## src/rtl/copperv_enums_pkg.sv

```systemverilog
// copperv_enums_pkg: shared enumerations and helpers for the copperv core.
// Holds the write-response encoding and bus response width, the memory access
// size encoding, the load/store unit state encoding and the per-size byte mask.
package copperv_enums_pkg;

  localparam int bus_resp_width = 1;

  typedef enum logic [bus_resp_width-1:0] {
    data_write_resp_error = 1'b0,
    data_write_resp_ok    = 1'b1
  } data_write_resp_e;

  typedef enum logic [1:0] {
    mem_size_byte,
    mem_size_hword,
    mem_size_word,
    mem_size_dword
  } mem_size_e;

  typedef enum logic [2:0] {
    S_IDLE,
    S_RD_ADDR,
    S_RD_DATA,
    S_WR,
    S_WR_RESP,
    S_DONE
  } lsu_state_e;

  // Byte-enable pattern of an access before it is moved to its lane offset.
  function automatic logic [7:0] size_mask(input mem_size_e size);
    case (size)
      mem_size_byte:  size_mask = 8'h01;
      mem_size_hword: size_mask = 8'h03;
      mem_size_word:  size_mask = 8'h0F;
      default:        size_mask = 8'hFF;
    endcase
  endfunction

endpackage

```

## src/rtl/copperv_lsu_align.sv

```systemverilog
// copperv_lsu_align: combinational lane alignment for the load/store unit.
// Ports:
//   size, offset, is_unsigned : access size, byte offset within the bus word,
//                               zero-extend flag for loads
//   store_data / store_shifted: right-aligned store data in, lane-placed out
//   load_data / load_ext      : raw bus read data in, extracted and extended out
//   strobe                    : byte enables for a store
//   misaligned                : access does not fit naturally at this offset
module copperv_lsu_align
  import copperv_enums_pkg::*;
#(
  parameter int data_width = 32,
  localparam int lanes = data_width / 8,
  localparam int off_w = $clog2(lanes)
) (
  input  mem_size_e              size,
  input  logic [off_w-1:0]       offset,
  input  logic                   is_unsigned,
  input  logic [data_width-1:0]  store_data,
  input  logic [data_width-1:0]  load_data,
  output logic [lanes-1:0]       strobe,
  output logic [data_width-1:0]  store_shifted,
  output logic [data_width-1:0]  load_ext,
  output logic                   misaligned
);

  logic [7:0]            mask8;
  logic [data_width-1:0] shifted;
  logic [data_width-1:0] keep;
  logic                  sign;

  always_comb begin
    mask8      = size_mask(size);
    shifted    = load_data >> {offset, 3'b000};
    misaligned = 1'b0;
    keep       = '1;
    sign       = 1'b0;
    case (size)
      mem_size_byte: begin
        keep = data_width'(64'hFF);
        sign = shifted[7];
      end
      mem_size_hword: begin
        misaligned = offset[0];
        keep       = data_width'(64'hFFFF);
        sign       = shifted[15];
      end
      mem_size_word: begin
        misaligned = (offset[1:0] != 2'b00);
        keep       = data_width'(64'hFFFF_FFFF);
        sign       = shifted[31];
      end
      default: begin
        // A dword cannot be carried by a 32-bit bus at all.
        misaligned = (data_width == 32) || (offset != '0);
        keep       = '1;
        sign       = shifted[data_width-1];
      end
    endcase
    sign          = sign & ~is_unsigned;
    load_ext      = (shifted & keep) | ({data_width{sign}} & ~keep);
    strobe        = mask8[lanes-1:0] << offset;
    store_shifted = store_data << {offset, 3'b000};
  end

endmodule

```

## src/rtl/copperv_lsu.sv

```systemverilog
// copperv_lsu: load/store unit between the core and the split data bus.
// Takes one request at a time, checks alignment, runs the read (address then
// data) or write (request then response) handshakes and returns a one-cycle
// response pulse carrying the extended load data and an error flag.
// Ports:
//   clk, rst                 : clock, asynchronous active-low reset
//   req_*                    : core request (valid/ready, write, size, unsigned,
//                              addr, wdata)
//   resp_valid/rdata/err     : one-cycle core response
//   dr_addr_*, dr_data_*     : read address and read data channels
//   dw_valid/ready/addr/data/strobe : write request channel
//   dw_resp_valid/ready, dw_resp    : write response channel
module copperv_lsu
  import copperv_enums_pkg::*;
#(
  parameter int data_width     = 32,
  parameter int addr_width     = 32,
  parameter int resp_width     = bus_resp_width,
  parameter int timeout_cycles = 0
) (
  input  logic                    clk,
  input  logic                    rst,
  input  logic                    req_valid,
  output logic                    req_ready,
  input  logic                    req_write,
  input  mem_size_e               req_size,
  input  logic                    req_unsigned,
  input  logic [addr_width-1:0]   req_addr,
  input  logic [data_width-1:0]   req_wdata,
  output logic                    resp_valid,
  output logic [data_width-1:0]   resp_rdata,
  output logic                    resp_err,
  output logic                    dr_addr_valid,
  input  logic                    dr_addr_ready,
  output logic [addr_width-1:0]   dr_addr,
  input  logic                    dr_data_valid,
  output logic                    dr_data_ready,
  input  logic [data_width-1:0]   dr_data,
  output logic                    dw_valid,
  input  logic                    dw_ready,
  output logic [addr_width-1:0]   dw_addr,
  output logic [data_width-1:0]   dw_data,
  output logic [data_width/8-1:0] dw_strobe,
  input  logic                    dw_resp_valid,
  output logic                    dw_resp_ready,
  input  logic [resp_width-1:0]   dw_resp
);

  localparam int lanes = data_width / 8;
  localparam int off_w = $clog2(lanes);
  localparam int cnt_w = (timeout_cycles > 1) ? $clog2(timeout_cycles) : 1;

  lsu_state_e             state;
  mem_size_e              size_q;
  logic                   unsigned_q;
  logic [off_w-1:0]       offset_q;
  logic [cnt_w-1:0]       cnt;

  mem_size_e              sel_size;
  logic [off_w-1:0]       sel_offset;
  logic                   sel_unsigned;
  logic [lanes-1:0]       strobe;
  logic [data_width-1:0]  store_shifted;
  logic [data_width-1:0]  load_ext;
  logic                   misaligned;
  logic                   accept;
  logic                   expired;
  logic [addr_width-1:0]  aligned_addr;

  // In idle the aligner looks at the incoming request (alignment, strobes,
  // store shift); afterwards it works from the registered access for the load.
  always_comb begin
    sel_size     = size_q;
    sel_offset   = offset_q;
    sel_unsigned = unsigned_q;
    if (state == S_IDLE) begin
      sel_size     = req_size;
      sel_offset   = req_addr[off_w-1:0];
      sel_unsigned = req_unsigned;
    end
  end

  copperv_lsu_align #(.data_width(data_width)) u_align (
    .size          (sel_size),
    .offset        (sel_offset),
    .is_unsigned   (sel_unsigned),
    .store_data    (req_wdata),
    .load_data     (dr_data),
    .strobe        (strobe),
    .store_shifted (store_shifted),
    .load_ext      (load_ext),
    .misaligned    (misaligned)
  );

  assign accept       = req_valid & req_ready;
  assign aligned_addr = {req_addr[addr_width-1:off_w], {off_w{1'b0}}};
  assign expired      = (timeout_cycles != 0) && (cnt == cnt_w'(timeout_cycles - 1));

  always_ff @(posedge clk or negedge rst) begin
    if (!rst) begin
      state         <= S_IDLE;
      size_q        <= mem_size_byte;
      unsigned_q    <= 1'b0;
      offset_q      <= '0;
      cnt           <= '0;
      req_ready     <= 1'b0;
      resp_valid    <= 1'b0;
      resp_rdata    <= '0;
      resp_err      <= 1'b0;
      dr_addr_valid <= 1'b0;
      dr_addr       <= '0;
      dr_data_ready <= 1'b0;
      dw_valid      <= 1'b0;
      dw_addr       <= '0;
      dw_data       <= '0;
      dw_strobe     <= '0;
      dw_resp_ready <= 1'b0;
    end else begin
      case (state)
        S_IDLE: begin
          cnt <= '0;
          if (accept) begin
            req_ready  <= 1'b0;
            size_q     <= req_size;
            unsigned_q <= req_unsigned;
            offset_q   <= req_addr[off_w-1:0];
            if (misaligned) begin
              state      <= S_DONE;
              resp_valid <= 1'b1;
              resp_err   <= 1'b1;
              resp_rdata <= '0;
            end else if (req_write) begin
              state     <= S_WR;
              dw_valid  <= 1'b1;
              dw_addr   <= aligned_addr;
              dw_data   <= store_shifted;
              dw_strobe <= strobe;
            end else begin
              state         <= S_RD_ADDR;
              dr_addr_valid <= 1'b1;
              dr_addr       <= aligned_addr;
            end
          end else begin
            req_ready <= 1'b1;
          end
        end
        S_RD_ADDR: begin
          if (dr_addr_ready) begin
            state         <= S_RD_DATA;
            dr_addr_valid <= 1'b0;
            dr_data_ready <= 1'b1;
            cnt           <= '0;
          end else if (expired) begin
            state         <= S_DONE;
            dr_addr_valid <= 1'b0;
            resp_valid    <= 1'b1;
            resp_err      <= 1'b1;
            resp_rdata    <= '0;
            cnt           <= '0;
          end else begin
            cnt <= cnt + 1'b1;
          end
        end
        S_RD_DATA: begin
          if (dr_data_valid) begin
            state         <= S_DONE;
            dr_data_ready <= 1'b0;
            resp_valid    <= 1'b1;
            resp_err      <= 1'b0;
            resp_rdata    <= load_ext;
            cnt           <= '0;
          end else if (expired) begin
            state         <= S_DONE;
            dr_data_ready <= 1'b0;
            resp_valid    <= 1'b1;
            resp_err      <= 1'b1;
            resp_rdata    <= '0;
            cnt           <= '0;
          end else begin
            cnt <= cnt + 1'b1;
          end
        end
        S_WR: begin
          if (dw_ready) begin
            state         <= S_WR_RESP;
            dw_valid      <= 1'b0;
            dw_resp_ready <= 1'b1;
            cnt           <= '0;
          end else if (expired) begin
            state      <= S_DONE;
            dw_valid   <= 1'b0;
            resp_valid <= 1'b1;
            resp_err   <= 1'b1;
            resp_rdata <= '0;
            cnt        <= '0;
          end else begin
            cnt <= cnt + 1'b1;
          end
        end
        S_WR_RESP: begin
          if (dw_resp_valid) begin
            state         <= S_DONE;
            dw_resp_ready <= 1'b0;
            resp_valid    <= 1'b1;
            resp_err      <= (dw_resp != resp_width'(data_write_resp_ok));
            resp_rdata    <= '0;
            cnt           <= '0;
          end else if (expired) begin
            state         <= S_DONE;
            dw_resp_ready <= 1'b0;
            resp_valid    <= 1'b1;
            resp_err      <= 1'b1;
            resp_rdata    <= '0;
            cnt           <= '0;
          end else begin
            cnt <= cnt + 1'b1;
          end
        end
        S_DONE: begin
          state      <= S_IDLE;
          resp_valid <= 1'b0;
          resp_err   <= 1'b0;
          resp_rdata <= '0;
          req_ready  <= 1'b1;
          cnt        <= '0;
        end
        default: state <= S_IDLE;
      endcase
    end
  end

endmodule

```

## config.mk

```make
export PLATFORM = sky130hd
export DESIGN_NAME = copperv_lsu
export DESIGN_NICKNAME = d
export VERILOG_FILES = /design/src/rtl/copperv_enums_pkg.sv /design/src/rtl/copperv_lsu_align.sv /design/src/rtl/copperv_lsu.sv
export SDC_FILE = /design/constraint.sdc
export NUM_CORES = 1
export LEC_CHECK = 0
export CORE_ASPECT_RATIO = 0.6
export CORE_MARGIN = 2
export CORE_UTILIZATION = 45
export DETAILED_ROUTE_END_ITERATION = 8
export PLACE_DENSITY = 0.93
export SYNTH_ARGS = -nofsm -noshare
export SYNTH_HDL_FRONTEND = slang
export SYNTH_SLANG_ARGS = --single-unit
```

## constraint.sdc

```tcl
create_clock -name clk -period 3.4 [get_ports clk]
set_clock_uncertainty 0.2 [all_clocks]
set_input_delay 0.85 -clock clk [delete_from_list [all_inputs] [get_ports clk]]
set_output_delay 0.85 -clock clk [all_outputs]
set_load 0.02 [all_outputs]
```

==> flow_metrics.tcl, run 1 <==
set metrics [dict create \
    status "complete, no violations" \
    r2r_start "state[2]" \
    nets 980 \
    cts_max_level 4 \
    cp-end-kind "flip-flop" \
    mostFrequentLayoutCell "clkdlybuf4s50_1" \
    yosysWarnings 0 \
    arrival_ps 2990 \
    nFillCells 1031 \
    cts_tree "yes" \
    start_util_pct 45.8 \
    hold_viol_final 0 \
    critical_path.startpoint "state[2]" \
    slew_violations 0 \
    peakVddDrop_mv 0.556 \
    rsz0062_at_grt "false" \
    pwr_density_cell_nw_per_um2 991 \
    critPathKind "reg2reg" \
    synth-async-reset-ratio_pct 100 \
    grt_pass1_wl_mm 32.4 \
    synth_edf_count 0 \
    clockBufferDepth 2 \
    drcViolationCount 0 \
    die_w_um 160 \
    clk_latency_ps 400 \
    yosysUniqueCellTypes 49 \
    tightest_slew_ps 744 \
    fp.dieH_um 97.8 \
    drt_iter0_drc 489 \
    yosysSeqAreaShare_pct 54.2 \
    setup-violations-final 0 \
    syn_to_final_growth_pct 49.4 \
    power.total_mw 9.77 \
    vias_per_cell 5.42 \
    rows 34 \
    grt_antenna_before_repair 0 \
    crit_path_end "dr_addr[4]" \
    fin_crit_ps 2910 \
    finish.utilization_pct 68.4 \
    first_global_vias 6175 \
    worst-path-max-fanout 18 \
    hold_buffers 0 \
    layout_common_cells "clkdlybuf4s50_1, nand2_1, dfrtp_1" \
    path_clk_slew_ps 70 \
    dp.final_hpwl_mm 14.6 \
    fin_area_um2 9860 \
    wire_per_inst_um 18.5 \
    postRouteWirelength_mm 20.0 \
    rr_worst_depth 6 \
    place_congestion 0.865 \
    grt_max_degree 69 \
    die_area_um2 15700 \
    ios 247 \
    r2r_setup_slack_ps 490 \
    syn_area_um2 6600 \
    fin_crit_sh_pct 85.5 \
    clock-sinks 143 \
    ys_seq_elements 143 \
    root_buffer "clkbuf_16" \
    register_area_um2 3580 \
    via_count 5874 \
    drv_cap 0 \
    grt.overflow.total 0 \
    setup_tns_ps 0 \
    placed_area_um2 9270 \
    syn_avg_cell_area_um2 10.5 \
    crit_required_ps 3490 \
    start_kind "flip-flop" \
    leakagePower_nw 4.48 \
    hold_path_class "in2async" \
    post-cts-setup-buffers 0 \
    portBuffers 242 \
    diodes 0 \
    core_region_area_um2 14400 \
    drive_gt1_share_pct 11.1 \
    ant_nets 0 \
    dr.pass1.iters 4 \
    syn_inst 628 \
    synthFlopType "dfrtp_1" \
    cts_buffers 17 \
    ctsResizeCount 0 \
    grt_usage_pct 26.0 \
    rr_endpoint "dr_addr[4]" \
    fmax_mhz 344 \
    slew_headroom_pct 50.4 \
    multi_input_area_um2 2810 \
]
[final cells by class]
| class | instances | share of cell area, % |
|---|---|---|
| Timing Repair Buffer | 263 | 26.6 |
| Multi-Input combinational cell | 442 | 28.5 |
| Inverter | 5 | 0.190 |
| Sequential cell | 143 | 36.3 |
| Clock buffer | 18 | 4.45 |
| Clock inverter | 14 | 1.51 |
| Tap cell | 198 | 2.51 |
[worst min-delay path by stage]
| stage | from | to | slack [ps] |
|---|---|---|---|
| 2_1_floorplan | unsigned_q | unsigned_q | 320 |
| 3_3_place_gp | dw_addr[18] | dw_addr[18] | 250 |
| 3_5_place_dp | dw_addr[4] | dw_addr[4] | 260 |
| 4_1_cts | rst | dw_addr[8] | 180 |
| 5_1_grt | rst | dw_addr[8] | 200 |
| 6_report | rst | dw_addr[8] | 170 |
[power breakdown]
| group | switching, mW | total [mW] | internal, mW |
|---|---|---|---|
| sequential | 0.533 | 2.99 | 2.45 |
| combinational | 2.61 | 4.94 | 2.34 |
| clock | 0.783 | 1.84 | 1.06 |
| total | 3.92 | 9.77 | 5.85 |
[flip-flops by register name, summed over array words and instances (netlist names)]
signal         cells
dw_data           32
resp_rdata        32
dr_addr           30
dw_addr           30
dw_strobe          4
state              3
offset_q           2
size_q             2
dr_addr_valid      1
dr_data_ready      1
dw_resp_ready      1
dw_valid           1
req_ready          1
resp_err           1
resp_valid         1
unsigned_q         1
[cells by family after synthesis]
kind of cell,after synthesis,share of synthesized area (%)
simple gates,224,13.9
flops,143,54.2
compound gates,131,14.1
mux,83,14.1
buf+inv,46,3.64
other cells,1,0.0568
[through the flow]
stage | cells | setup WS [ps] | hold WS [ps]
after floorplan | 631 | 716 | 316
after global placement | 1051 | 300 | 248
after detailed placement | 1051 | 237 | 256
after CTS | 1083 | 470 | 175
after global routing | 1083 | 380 | 200
final | 1083 | 492 | 175
[critical path, stage by stage, from the launching register on]
cell       delay (ps)
dfrtp_1           550
or3_4             590
mux2_2            300
o21ai_2            80
a2111oi_4         370
buf_4             330
mux2_2            370
[cells in the mapped netlist (9+ instances only)]
cell type	number	area (µm²)
dfrtp_1	143	3580
nand3_1	12	60.1
mux2_2	32	360
a21oi_1	30	150
nand2_1	173	649
o21ai_0	28	140
clkbuf_1	25	93.8
a2bb2oi_1	9	78.8
mux2i_1	40	400
o221ai_1	15	131
nor2_1	20	75.1
a22o_1	10	87.6
[per-layer routing]
| metal | wire length [µm] | share of wire, % | up-vias | GRT usage [%] |
|---|---|---|---|---|
| li1 | - | - | 2695 | - |
| met1 | 8650 | 43 | 2888 | 34.2 |
| met2 | 9180 | 46 | 271 | 41.3 |
| met3 | 1950 | 9.8 | 20 | 9.81 |
| met4 | 224 | 1.1 | 0 | 6.44 |
| met5 | 0 | 0 | - | 0 |
(Power assumes the default switching activity.)
==> inputs of run 2 (changes only) <==
--- a/config.mk
+++ b/config.mk
@@ -5,11 +5,13 @@
 export SDC_FILE = /design/constraint.sdc
 export NUM_CORES = 1
 export LEC_CHECK = 0
+export CELL_PAD_IN_SITES_DETAIL_PLACEMENT = 0
+export CELL_PAD_IN_SITES_GLOBAL_PLACEMENT = 1
 export CORE_ASPECT_RATIO = 0.6
 export CORE_MARGIN = 2
-export CORE_UTILIZATION = 45
+export CORE_UTILIZATION = 33
 export DETAILED_ROUTE_END_ITERATION = 8
-export PLACE_DENSITY = 0.93
+export PLACE_DENSITY = 0.92
 export SYNTH_ARGS = -nofsm -noshare
 export SYNTH_HDL_FRONTEND = slang
 export SYNTH_SLANG_ARGS = --single-unit
==> flow_metrics.tcl, run 2 (synthesis results as in run 1) <==
set metrics [dict create \
    hold_viol_final 0 \
    grt_usage_pct 21.0 \
    ios 247 \
    drive_gt1_share_pct 11.3 \
    ant_nets 0 \
    setup_tns_ps 0 \
    slew_violations 0 \
    clockBufferDepth 2 \
    nets 982 \
    pwr_density_cell_nw_per_um2 993 \
    first_global_vias 5936 \
    cts_max_level 4 \
    core_region_area_um2 19800 \
    start_util_pct 33.3 \
    power.total_mw 9.96 \
    ctsResizeCount 0 \
    worst-path-max-fanout 31 \
    grt.overflow.total 0 \
    fin_crit_ps 2910 \
    busiest_layer "met2" \
    setup-violations-final 0 \
    vias_per_cell 5.08 \
    cts_buffers 17 \
    postRouteWirelength_mm 21.8 \
    slew_headroom_pct 63.1 \
    die_area_um2 21200 \
    syn_to_final_growth_pct 51.8 \
    drt_iter0_drc 314 \
    start_kind "flip-flop" \
    r2r_start "state[2]" \
    drv_cap 0 \
    fp.dieH_um 114 \
    fin_crit_sh_pct 85.4 \
    met3_usage_pct 9.60 \
    mostFrequentLayoutCell "clkdlybuf4s50_1" \
    hold_buffers 0 \
    hold_path_class "in2async" \
    rows 40 \
    diodes 0 \
    clk_latency_ps 420 \
    post-cts-setup-buffers 0 \
    dr.pass1.iters 5 \
    drcViolationCount 0 \
    grt_max_degree 68 \
    die_w_um 187 \
    path_clk_slew_ps 60 \
    r2r_setup_slack_ps 490 \
    nFillCells 1816 \
    use_met1_pct 27.8 \
    grt_antenna_before_repair 0 \
    rr_worst_depth 6 \
    crit_required_ps 3500 \
    critPathKind "reg2reg" \
    dp.final_hpwl_mm 15.4 \
    cp-end-kind "flip-flop" \
    cts_tree "yes" \
    layout_common_cells "clkdlybuf4s50_1, nand2_1, dfrtp_1" \
    rsz0062_at_grt "false" \
    clock-sinks 143 \
    leakagePower_nw 4.52 \
    critical_path.startpoint "state[2]" \
    met2_usage_pct 31.2 \
    portBuffers 242 \
    status "complete, no violations" \
    fmax_mhz 344 \
    place_congestion 0.858 \
    via_count 5889 \
    grt_pass1_wl_mm 34.3 \
    reg_top3 "dw_data x32, resp_rdata x32" \
    root_buffer "clkbuf_16" \
    peakVddDrop_mv 0.554 \
    arrival_ps 3010 \
    tightest_slew_ps 553 \
    rr_endpoint "dr_addr[24]" \
    wire_per_inst_um 18.8 \
]
==> run 2: cell count changes in the layout (fill, tap and decap cells not counted), sizes merged <==
cell,previous run,this run
bufinv,1,3
clkbuf,18,19
clkinv,4,6
inv,12,6
clkinvlp,2,3
buf,22,24
==> run 2: layout make-up <==
class / instances / area, µm² / area share (%)
Sequential cell: 143 / 3580 / 35.7
Timing Repair Buffer: 265 / 2660 / 26.5
Multi-Input combinational cell: 442 / 2810 / 28.0
Clock buffer: 19 / 453 / 4.52
Inverter: 5 / 18.8 / 0.187
Tap cell: 273 / 342 / 3.41
Clock inverter: 13 / 163 / 1.62
==> run 2: how the worst max path moves through the flow <==
| stage | slack, ps | cells after the start | end |
|---|---|---|---|
| floorplan | 720 | 6 | dr_addr[16] |
| global placement | 290 | 6 | dr_addr[24] |
| detailed placement | 240 | 6 | dr_addr[3] |
| CTS | 490 | 6 | dr_addr[3] |
| global route | 370 | 6 | dr_addr[16] |
| finish | 490 | 6 | dr_addr[24] |
==> run 2: power by group <==
part	internal, mW	switching [mW]	leakage (nW)
clock network	1.19	0.753	0.295
registers	2.45	0.522	1.82
logic	2.37	2.66	2.41
==> run 2: worst max-delay path, stage by stage, from the launching register on <==
cell       delay [ps]
dfrtp_1           550
or3_4             590
mux2_2            290
o21ai_2            80
a2111oi_4         420
buf_12            260
mux2_2            360
==> run 2: metrics by stage <==
| step | setup WS, ps | instances | hold WS (ps) | utilization [%] | instance area (µm²) |
|---|---|---|---|---|---|
| final | 495 | 1160 | 170 | 50.6 | 10000 |
| after global routing | 373 | 1160 | 192 | 50.6 | 10000 |
| after CTS | 493 | 1160 | 169 | 50.6 | 10000 |
| after detailed placement | 240 | 1128 | 255 | 47.5 | 9410 |
| after global placement | 290 | 1128 | 248 | 47.5 | 9410 |
| after floorplan | 716 | 631 | 316 | - | 6610 |
==> run 2: layer usage <==
| layer | routed length [µm] | up-vias |
|---|---|---|
| li1 | - | 2710 |
| met1 | 9800 | 2921 |
| met2 | 9540 | 245 |
| met3 | 2280 | 13 |
| met4 | 189 | 0 |
| met5 | 0 | - |
==> inputs of run 3 (changes only) <==
--- a/config.mk
+++ b/config.mk
@@ -9,9 +9,10 @@
 export CELL_PAD_IN_SITES_GLOBAL_PLACEMENT = 1
 export CORE_ASPECT_RATIO = 0.6
 export CORE_MARGIN = 2
-export CORE_UTILIZATION = 33
+export CORE_UTILIZATION = 36
 export DETAILED_ROUTE_END_ITERATION = 8
-export PLACE_DENSITY = 0.92
+export PLACE_DENSITY = 0.93
 export SYNTH_ARGS = -nofsm -noshare
 export SYNTH_HDL_FRONTEND = slang
+export SYNTH_HIERARCHICAL = 1
 export SYNTH_SLANG_ARGS = --single-unit
==> flow_metrics.tcl, run 3 <==
set metrics [dict create \
    status "complete, no violations" \
    vias_per_cell 5.11 \
    core_region_area_um2 19300 \
    slew_violations 0 \
    path_clk_slew_ps 70 \
    power_frac_comb_pct 57.1 \
    slew_headroom_pct 45.4 \
    cts_buffers 17 \
    yosysUniqueCellTypes 52 \
    yosysMostFrequentCell "dfrtp_1" \
    grt_usage_pct 20.7 \
    dp.final_hpwl_mm 15.5 \
    arrival_ps 3170 \
    reg_top3 "dw_data x32, resp_rdata x32" \
    nets 919 \
    start_util_pct 37.2 \
    clockBufferDepth 2 \
    clock-sinks 143 \
    hold_buffers 1 \
    root_buffer "clkbuf_16" \
    critPathKind "reg2reg" \
    first_global_vias 5651 \
    clkPwrFrac_pct 16.6 \
    synth_area_leader_cell "dfrtp_1" \
    ant_nets 0 \
    swShare_pct 40.3 \
    mostFrequentLayoutCell "clkdlybuf4s50_1" \
    synth_top_area_share_pct 49.9 \
    ctsResizeCount 0 \
    fin_crit_ps 3020 \
    synth_edf_count 0 \
    ios 247 \
    power_switching_mw 4.54 \
    start_kind "flip-flop" \
    rsz0062_at_grt "false" \
    grt_max_degree 72 \
    p_int_mw 6.74 \
    layout_common_cells "clkdlybuf4s50_1, dfrtp_1, mux2_2" \
    yosysSeqAreaShare_pct 49.9 \
    die_w_um 186 \
    cts_max_level 4 \
    syn_to_final_growth_pct 46.2 \
    synthFlopType "dfrtp_1" \
    syn_avg_cell_area_um2 12.6 \
    fmax_mhz 331 \
    post-cts-setup-buffers 0 \
    portBuffers 242 \
    drcViolationCount 0 \
    synth_area_leaders "dfrtp_1, mux2_2, mux2_4" \
    synthTopCellsByCount "dfrtp_1, mux2_2, mux2i_1" \
    drv_cap 0 \
    rows 39 \
    clk_latency_ps 420 \
    grt_pass1_wl_mm 33.1 \
    place_congestion 0.860 \
    yosysWarnings 6 \
    via_count 5572 \
    setup_tns_ps 0 \
    tightest_slew_ps 817 \
    wire_per_inst_um 19.3 \
    pwr_density_cell_nw_per_um2 1080 \
    seq_power_share_pct 26.3 \
    ys_seq_elements 143 \
    peakVddDrop_mv 0.436 \
    dr.pass1.iters 5 \
    grt.overflow.total 0 \
    finish.utilization_pct 54.4 \
    setup-violations-final 0 \
    synth-async-reset-ratio_pct 100 \
    die_area_um2 21100 \
    nFillCells 1631 \
    worst-path-max-fanout 16 \
    fp.dieH_um 113 \
    drt_iter0_drc 506 \
    cp-end-kind "flip-flop" \
    postRouteWirelength_mm 21.1 \
    crit_required_ps 3550 \
    grt_antenna_before_repair 1 \
    hold_viol_final 0 \
    multi_input_area_um2 3230 \
    syn_area_um2 7170 \
    hold_path_class "reg2reg" \
    cts_tree "yes" \
    drive_gt1_share_pct 23.5 \
    syn_inst 568 \
    leakagePower_nw 4.47 \
    register_area_um2 3580 \
    fin_crit_sh_pct 88.8 \
]
run 3: power by group through the flow:
stage / logic [mW] / registers [mW] / clock network (mW)
after global placement: 6.34 / 2.96 / 0
after detailed placement: 6.43 / 2.97 / 0
after CTS: 6.45 / 2.97 / 1.92
after floorplan: 3.05 / 3.82 / 0
after global routing: 6.88 / 3.06 / 2.00
final: 6.44 / 2.97 / 1.87
run 3: metal layers:
metal | up-vias | track usage, % | share of wire [%]
met5 | - | 0 | 0
met4 | 0 | 5.62 | 0.93
met3 | 14 | 6.82 | 9.6
met2 | 273 | 28.6 | 41
met1 | 2718 | 30.6 | 49
li1 | 2567 | - | -
run 3: area by class of cell:
class / instances / area share [%]
Clock buffer: 20 / 4.45
Sequential cell: 143 / 34.1
Timing Repair Buffer: 271 / 26.1
Tap cell: 266 / 3.18
Antenna cell: 1 / 0.0239
Inverter: 3 / 0.107
Clock inverter: 12 / 1.18
Multi-Input combinational cell: 375 / 30.9
run 3: worst paths after layout:
path                           startpoint             end  slack [ps]  cells after the start
max                              state[0]  resp_rdata[16]         380                      6
min                        resp_rdata[13]  resp_rdata[13]         300                      1
max reg2reg                      state[0]  resp_rdata[16]         380                      6
min reg2reg                resp_rdata[13]  resp_rdata[13]         300                      1
max in group asynchronous             rst      dw_addr[2]        1810                      3
min in group asynchronous             rst     dw_addr[30]         600                      2
run 3: per-stage QoR:
stage | power [mW] | area, µm² | cells | hold slack [ps] | setup slack, ps
2_1_floorplan | 6.87 | 7180 | 571 | 277 | 217
3_3_place_gp | 9.30 | 9880 | 1057 | 283 | 135
3_5_place_dp | 9.40 | 9880 | 1057 | 281 | 24.6
4_1_cts | 11.3 | 10500 | 1090 | 303 | 405
5_1_grt | 11.9 | 10500 | 1090 | 314 | 227
6_report | 11.3 | 10500 | 1091 | 301 | 382
run 3: critical path, cell delays in order (launching register included):
cell and delay (ps):
dfrtp_1 410, nor3_4 350, mux2_2 480, nor2b_1 670, nand4_4 430, o221ai_1 220, a22o_1 180
run 3: cells by family after synthesis:
logic type                after synthesis  share of synthesized area (%)
other                                   1                         0.0523
and+or+nand+nor                        94                           6.76
xor gates and xnor gates                1                          0.122
muxes                                 149                           24.4
DFF                                   143                           49.9
buffers and inverters                  53                           5.13
AOI/OAI and AO/OA                     127                           13.6
